$ cat config.mk
export PLATFORM = sky130hd
export DESIGN_NAME = struct_lane_arbiter
export DESIGN_NICKNAME = d
export VERILOG_FILES = /design/src/rtl/struct_lane_pkg.sv /design/src/rtl/struct_lane_arbiter_rr_arb2.sv /design/src/rtl/struct_lane_arbiter.sv
export SDC_FILE = /design/constraint.sdc
export NUM_CORES = 1
export LEC_CHECK = 0
export ABC_CLOCK_PERIOD_IN_PS = 3550
export CORE_MARGIN = 5
export CORE_UTILIZATION = 58
export DETAILED_ROUTE_END_ITERATION = 6
export DONT_BUFFER_PORTS = 1
export GPL_ROUTABILITY_DRIVEN = 0
export PLACE_DENSITY = 0.76
export SYNTH_ARGS = -nofsm -noshare
export SYNTH_HDL_FRONTEND = slang
export SYNTH_HIERARCHICAL = 1
export SYNTH_SLANG_ARGS = --single-unit
$ cat constraint.sdc
create_clock -name clk -period 3.55 [get_ports clk]
set_input_delay 0.5325 -clock clk [delete_from_list [all_inputs] [get_ports clk]]
set_output_delay 0.5325 -clock clk [all_outputs]
set_load 0.01 [all_outputs]
$ cat src/rtl/struct_lane_pkg.sv
// Shared types for the lane arbiter: element/state layout, request record,
// clear-sequence states and the slice-range legality check.
package struct_lane_pkg;

    localparam int LANE_NUM_ELEM = 8;
    localparam int LANE_ELEM_W   = 8;
    localparam int LANE_FILL_W   = 16;
    localparam int LANE_IDX_W    = 3;
    localparam int LANE_DATA_W   = 16;

    typedef bit [LANE_ELEM_W-1:0] elem_t;

    typedef struct packed {
        elem_t [LANE_NUM_ELEM-1:0] a;
        bit    [LANE_FILL_W-1:0]   b;
    } lane_state_t;

    typedef struct packed {
        logic                   field;
        logic [LANE_IDX_W-1:0]  lo;
        logic [LANE_IDX_W-1:0]  hi;
        logic [LANE_DATA_W-1:0] data;
    } lane_req_t;

    typedef enum logic [1:0] {
        ST_IDLE,
        ST_CLR_A,
        ST_CLR_B
    } clr_state_e;

    // A slice is one element (hi == lo) or two adjacent elements (hi == lo+1),
    // entirely inside the array. hi >= lo plus hi in range covers lo as well.
    function automatic logic range_legal(input logic [LANE_IDX_W-1:0] lo,
                                         input logic [LANE_IDX_W-1:0] hi,
                                         input int                    n);
        logic [LANE_IDX_W:0] lo_x;
        logic [LANE_IDX_W:0] hi_x;
        lo_x = {1'b0, lo};
        hi_x = {1'b0, hi};
        return (int'(hi_x) < n) && ((hi_x == lo_x) || (hi_x == lo_x + 1'b1));
    endfunction

endpackage

$ cat src/rtl/struct_lane_arbiter_rr_arb2.sv
// Two-input round-robin arbiter: simultaneous requests go to the requester
// not granted last; the pointer moves only when a grant is taken.
module rr_arb2 (
    input  logic       clk,
    input  logic       rst,
    input  logic [1:0] valid_i,
    input  logic       enable_i,
    output logic [1:0] grant_o
);

    // Index of the requester that wins a tie.
    logic prio_q;
    logic prio_d;

    always_comb begin
        grant_o = 2'b00;
        if (enable_i) begin
            if (valid_i == 2'b11) begin
                grant_o = prio_q ? 2'b10 : 2'b01;
            end else begin
                grant_o = valid_i;
            end
        end
    end

    always_comb begin
        prio_d = prio_q;
        if (grant_o[0]) begin
            prio_d = 1'b1;
        end else if (grant_o[1]) begin
            prio_d = 1'b0;
        end
    end

    always_ff @(posedge clk) begin
        if (rst) begin
            prio_q <= 1'b0;
        end else begin
            prio_q <= prio_d;
        end
    end

endmodule

$ cat src/rtl/struct_lane_arbiter.sv
// Packed {a, b} state register fed by two arbitrated slice-write requesters,
// with an element-by-element clear sequence that blocks requests while it runs.
module struct_lane_arbiter
    import struct_lane_pkg::*;
#(
    parameter int NUM_ELEM = LANE_NUM_ELEM,
    parameter int ELEM_W   = LANE_ELEM_W,
    parameter int FILL_W   = LANE_FILL_W
) (
    input  logic                              clk,
    input  logic                              rst,
    input  logic [1:0]                        req_valid,
    output logic [1:0]                        req_ready,
    input  logic [1:0]                        req_field,
    input  logic [1:0][2:0]                   req_lo,
    input  logic [1:0][2:0]                   req_hi,
    input  logic [1:0][15:0]                  req_data,
    input  logic                              clr_start,
    output logic                              busy,
    output logic                              wr_err,
    output logic [NUM_ELEM*ELEM_W+FILL_W-1:0] state_o
);

    localparam int CNT_W = (NUM_ELEM > 1) ? $clog2(NUM_ELEM) : 1;

    clr_state_e state_q, state_d;
    logic [CNT_W-1:0] cnt_q, cnt_d;

    logic [NUM_ELEM-1:0][ELEM_W-1:0] a_q, a_d;
    logic [FILL_W-1:0]               b_q, b_d;
    logic                            wr_err_q, wr_err_d;

    logic      xfer;
    logic      sel;
    lane_req_t req_sel;
    logic      legal;

    rr_arb2 u_arb (
        .clk      (clk),
        .rst      (rst),
        .valid_i  (req_valid),
        .enable_i (state_q == ST_IDLE),
        .grant_o  (req_ready)
    );

    // A grant always implies the matching valid, so any grant is a transfer.
    assign xfer = |req_ready;
    assign sel  = req_ready[1];

    always_comb begin
        req_sel = {req_field[sel], req_lo[sel], req_hi[sel], req_data[sel]};
        legal   = range_legal(req_sel.lo, req_sel.hi, NUM_ELEM);
    end

    always_comb begin
        state_d = state_q;
        cnt_d   = cnt_q;
        case (state_q)
            ST_IDLE: begin
                if (clr_start) begin
                    state_d = ST_CLR_A;
                    cnt_d   = '0;
                end
            end
            ST_CLR_A: begin
                if (cnt_q == CNT_W'(NUM_ELEM - 1)) begin
                    state_d = ST_CLR_B;
                    cnt_d   = '0;
                end else begin
                    cnt_d = cnt_q + 1'b1;
                end
            end
            ST_CLR_B: begin
                state_d = ST_IDLE;
            end
            default: begin
                state_d = ST_IDLE;
                cnt_d   = '0;
            end
        endcase
    end

    // Requests and clearing never overlap: grants are held off outside IDLE.
    always_comb begin
        a_d      = a_q;
        b_d      = b_q;
        wr_err_d = 1'b0;
        if (xfer) begin
            if (req_sel.field) begin
                b_d = req_sel.data[FILL_W-1:0];
            end else if (!legal) begin
                wr_err_d = 1'b1;
            end else begin
                a_d[req_sel.lo] = req_sel.data[ELEM_W-1:0];
                if (req_sel.hi != req_sel.lo) begin
                    a_d[req_sel.hi] = req_sel.data[2*ELEM_W-1:ELEM_W];
                end
            end
        end
        if (state_q == ST_CLR_A) begin
            a_d[cnt_q] = '0;
        end
        if (state_q == ST_CLR_B) begin
            b_d = '0;
        end
    end

    always_ff @(posedge clk) begin
        if (rst) begin
            state_q  <= ST_IDLE;
            cnt_q    <= '0;
            a_q      <= '0;
            b_q      <= '0;
            wr_err_q <= 1'b0;
        end else begin
            state_q  <= state_d;
            cnt_q    <= cnt_d;
            a_q      <= a_d;
            b_q      <= b_d;
            wr_err_q <= wr_err_d;
        end
    end

    assign busy    = (state_q != ST_IDLE);
    assign wr_err  = wr_err_q;
    assign state_o = {a_q, b_q};

endmodule

==> impl_metrics.ini <==
[cells_and_area]
fin_util = 0.618
register_area_um2 = 1740
num-nets-final = 614
drive_gt1_frac = 0.156
fillCellCount = 749
multi_input_area_um2 = 3070
syn_to_final_growth_pct = 4.51
n_antenna_cell = 0

[sta]
setup_violations = 0
fin_skew_ps = 16.0
fmax_ghz = 0.310
finalSetupTns_ps = 0
tightest_slew_ps = 892
post-route-period-util = 0.907
rsz0062_at_grt = false
hold_viol = 0
slew_violations = 0
period_needed_ps = 3220
relSlewSlack = 0.403

[global_route]
overflow = 0
grt_pass1_vias = 4683
antenna_found_initial = 0
grt_max_degree = 42
grt_pass1_wl_mm = 25.0
grt_usage = 0.285

[worst_setup_path]
crit_required_ps = 3830
r2r-end = state_o[35]$_SDFF_PP0_
critPathKind = reg -> reg
critPathBufInv = 3
r2r_setup_slack_ps = 330
slowest_delay_ps = 360
crit_start = state_q[0]$_SDFFE_PP0P_
r2r-start = state_q[0]$_SDFFE_PP0P_
crit_path_max_fanout = 39
worstPathCellList = inv_1 -> nand2_1 -> inv_1 -> nand2_1 -> a21oi_4 -> mux2_2 -> ha_1 -> nand2b_1 -> mux2_2 -> a21oi_2 -> a21o_2 -> buf_12 -> a21oi_1 -> a211oi_1
rr_worst_depth = 14
cp.arrival_ps = 3500
path_depth = 14
crit_slowest_cell = dfxtp_1
cp-end-kind = flop
start_kind = flop
cpLargestDelayFamily = compound AO/OA/AOI/OAI gates
worstSetupEndpoint = state_o[35]$_SDFF_PP0_

[clocking]
cts_setup_buffers = 0
clock_sinks = 87
tritoncts = built
cts_resized = 0
hold_buffers = 0
h-tree-depth = 3
clock_latency_ps = 370
clock_path_buffers = 2
clk_pin_slew_ps = 90
cts-root-buf = clkbuf_8
cts_buffers = 9

[floorplanning]
start_util = 0.591
die_w_um = 104
die_h_um = 104
ios = 135
core_um2 = 8640
die_area_um2 = 10800
rows = 34

[detailed_routing]
vias = 4953
via_per_inst = 7.36
firstDrtPassIters = 5
drt-wirelength-per-cell_um = 24.1
drt_iter0_drc = 608
drtAntennaViolNets = 0
drc_errors = 0
wl_mm = 16.2

[synth]
synth_simple_gate_area_frac = 0.109
synth_top_family_by_area = compound AO/OA/AOI/OAI gates
synth_fp_nets = 634
synthAdderAreaFrac = 0.00735
synth.distinct_cells = 59
async_reset_ff_frac = 0
synthCells = 580
ys_seq_area_frac = 0.341
synth-compound-area-share = 0.384
yosys.area.top_type = dfxtp_1
synth_common_cells = 87 x dfxtp_1, 46 x nor2_1, 45 x a21oi_1, 37 x a211oi_1, 33 x nand2_1
synth_flop_cell = dfxtp_1
synth-edff-count = 0
synth_most_common_cell = dfxtp_1
synth_area_per_cell_um2 = 8.80
netlist_area_um2 = 5110
yosys_warnings = 6
synth-xor-area-share = 0.0118
synthMuxAreaShare = 0.0823
synth_seq_cells = 87
synth.area.top_cells = dfxtp_1 34%, a211oi_1 5.4%, mux2i_1 4.7%
yosysTopAreaCellShare = 0.341

[hold_path]
hp-class = in -> reg

[power]
power_density_nw_per_um2 = 430
power_leakage_nw = 1.78
vdd_drop_max_v = 0.000224

[placement]
placement.io_buffers = 0
hpwl_mm = 12.4

[flow_run]
maxCapViolations = 0

[status]
outcome = complete, no violations
[metrics by stage]
| step | worst slack [ps] | hold WS (ps) | instances | total power, mW | cell area (um^2) |
|---|---|---|---|---|---|
| 6_report | 329 | 229 | 673 | 2.30 | 5340 |
| 5_1_grt | 68.1 | 218 | 673 | 2.38 | 5340 |
| 4_1_cts | 358 | 222 | 673 | 2.28 | 5340 |
| 3_5_place_dp | 387 | 516 | 657 | 1.59 | 5140 |
| 3_3_place_gp | 524 | 488 | 657 | 1.58 | 5140 |
| 2_1_floorplan | 12.5 | 468 | 580 | 1.48 | 5120 |
[layout by cell type, fill, tap and decap left out, types with 14 or more instances in the layout]
cell type,synthesis,layout
nor3_1,15,15
nor2_1,46,46
inv_1,16,16
a21oi_1,45,43
nand2_1,33,33
o22a_1,15,15
dfxtp_1,87,87
a211oi_1,37,37
mux2_2,14,14
o221a_2,14,14
mux2i_1,24,23
a22oi_1,18,18
o22ai_1,28,28
[state kept, by name, summed over array words and instances, names as in the netlist]
| register | flops |
|---|---|
| b_q | 16 |
| state_o | 64 |
| state_q | 2 |
| cnt_q | 3 |
| wr_err | 1 |
| u_arb/prio_q | 1 |
[final cells by class]
| cell class | count | area share |
|---|---|---|
| inverters | 17 | 0.0120 |
| repair buffers | 14 | 0.0244 |
| well taps | 108 | 0.0253 |
| clock inverters | 5 | 0.0120 |
| clock buffers | 11 | 0.0246 |
| multi-input cells | 431 | 0.575 |
| flip-flops and latches | 87 | 0.326 |
[worst min-delay path by stage]
stage,start,end,cells after the start
6_report,rst,cnt_q[0]$_SDFFE_PP0P_,1
5_1_grt,rst,cnt_q[0]$_SDFFE_PP0P_,1
4_1_cts,rst,cnt_q[0]$_SDFFE_PP0P_,1
3_5_place_dp,u_arb/prio_q$_SDFFE_PP0P_,u_arb/prio_q$_SDFFE_PP0P_,1
3_3_place_gp,u_arb/prio_q$_SDFFE_PP0P_,u_arb/prio_q$_SDFFE_PP0P_,1
2_1_floorplan,u_arb/prio_q$_SDFFE_PP0P_,u_arb/prio_q$_SDFFE_PP0P_,1
[layer usage]
metal  global-route usage  vias to the layer above  share of wire
met3                0.126                       60           0.13
li1                     -                     2236              -
met5                    0                        -              0
met2                0.454                      321           0.45
met1                0.339                     2336           0.38
met4                0.102                        0          0.034
[worst reg2reg max path, cell delays in order, from the launching register on]
cell	delay [ps]
dfxtp_1	360
inv_1	130
nand2_1	90
inv_1	110
nand2_1	100
a21oi_4	190
mux2_2	360
ha_1	230
nand2b_1	140
mux2_2	300
a21oi_2	210
a21o_2	360
buf_12	240
a21oi_1	100
a211oi_1	220
[report_power, final]
| group | switching (mW) | total [mW] | internal, mW |
|---|---|---|---|
| Clock | 0.377 | 0.710 | 0.332 |
| Combinational | 0.344 | 0.520 | 0.176 |
| Sequential | 0.0507 | 1.07 | 1.02 |
[logic make-up (layout without fill, tap and decap cells)]
group | after synthesis | after routing
muxes | 39 | 39
and+or+nand+nor | 123 | 123
DFF | 87 | 87
xor gates and xnor gates | 6 | 6
buffers and inverters | 62 | 47
adders and majority gates | 3 | 3
AOI/OAI and AO/OA | 260 | 260
Note: power is estimated with default switching activity, not from simulation.
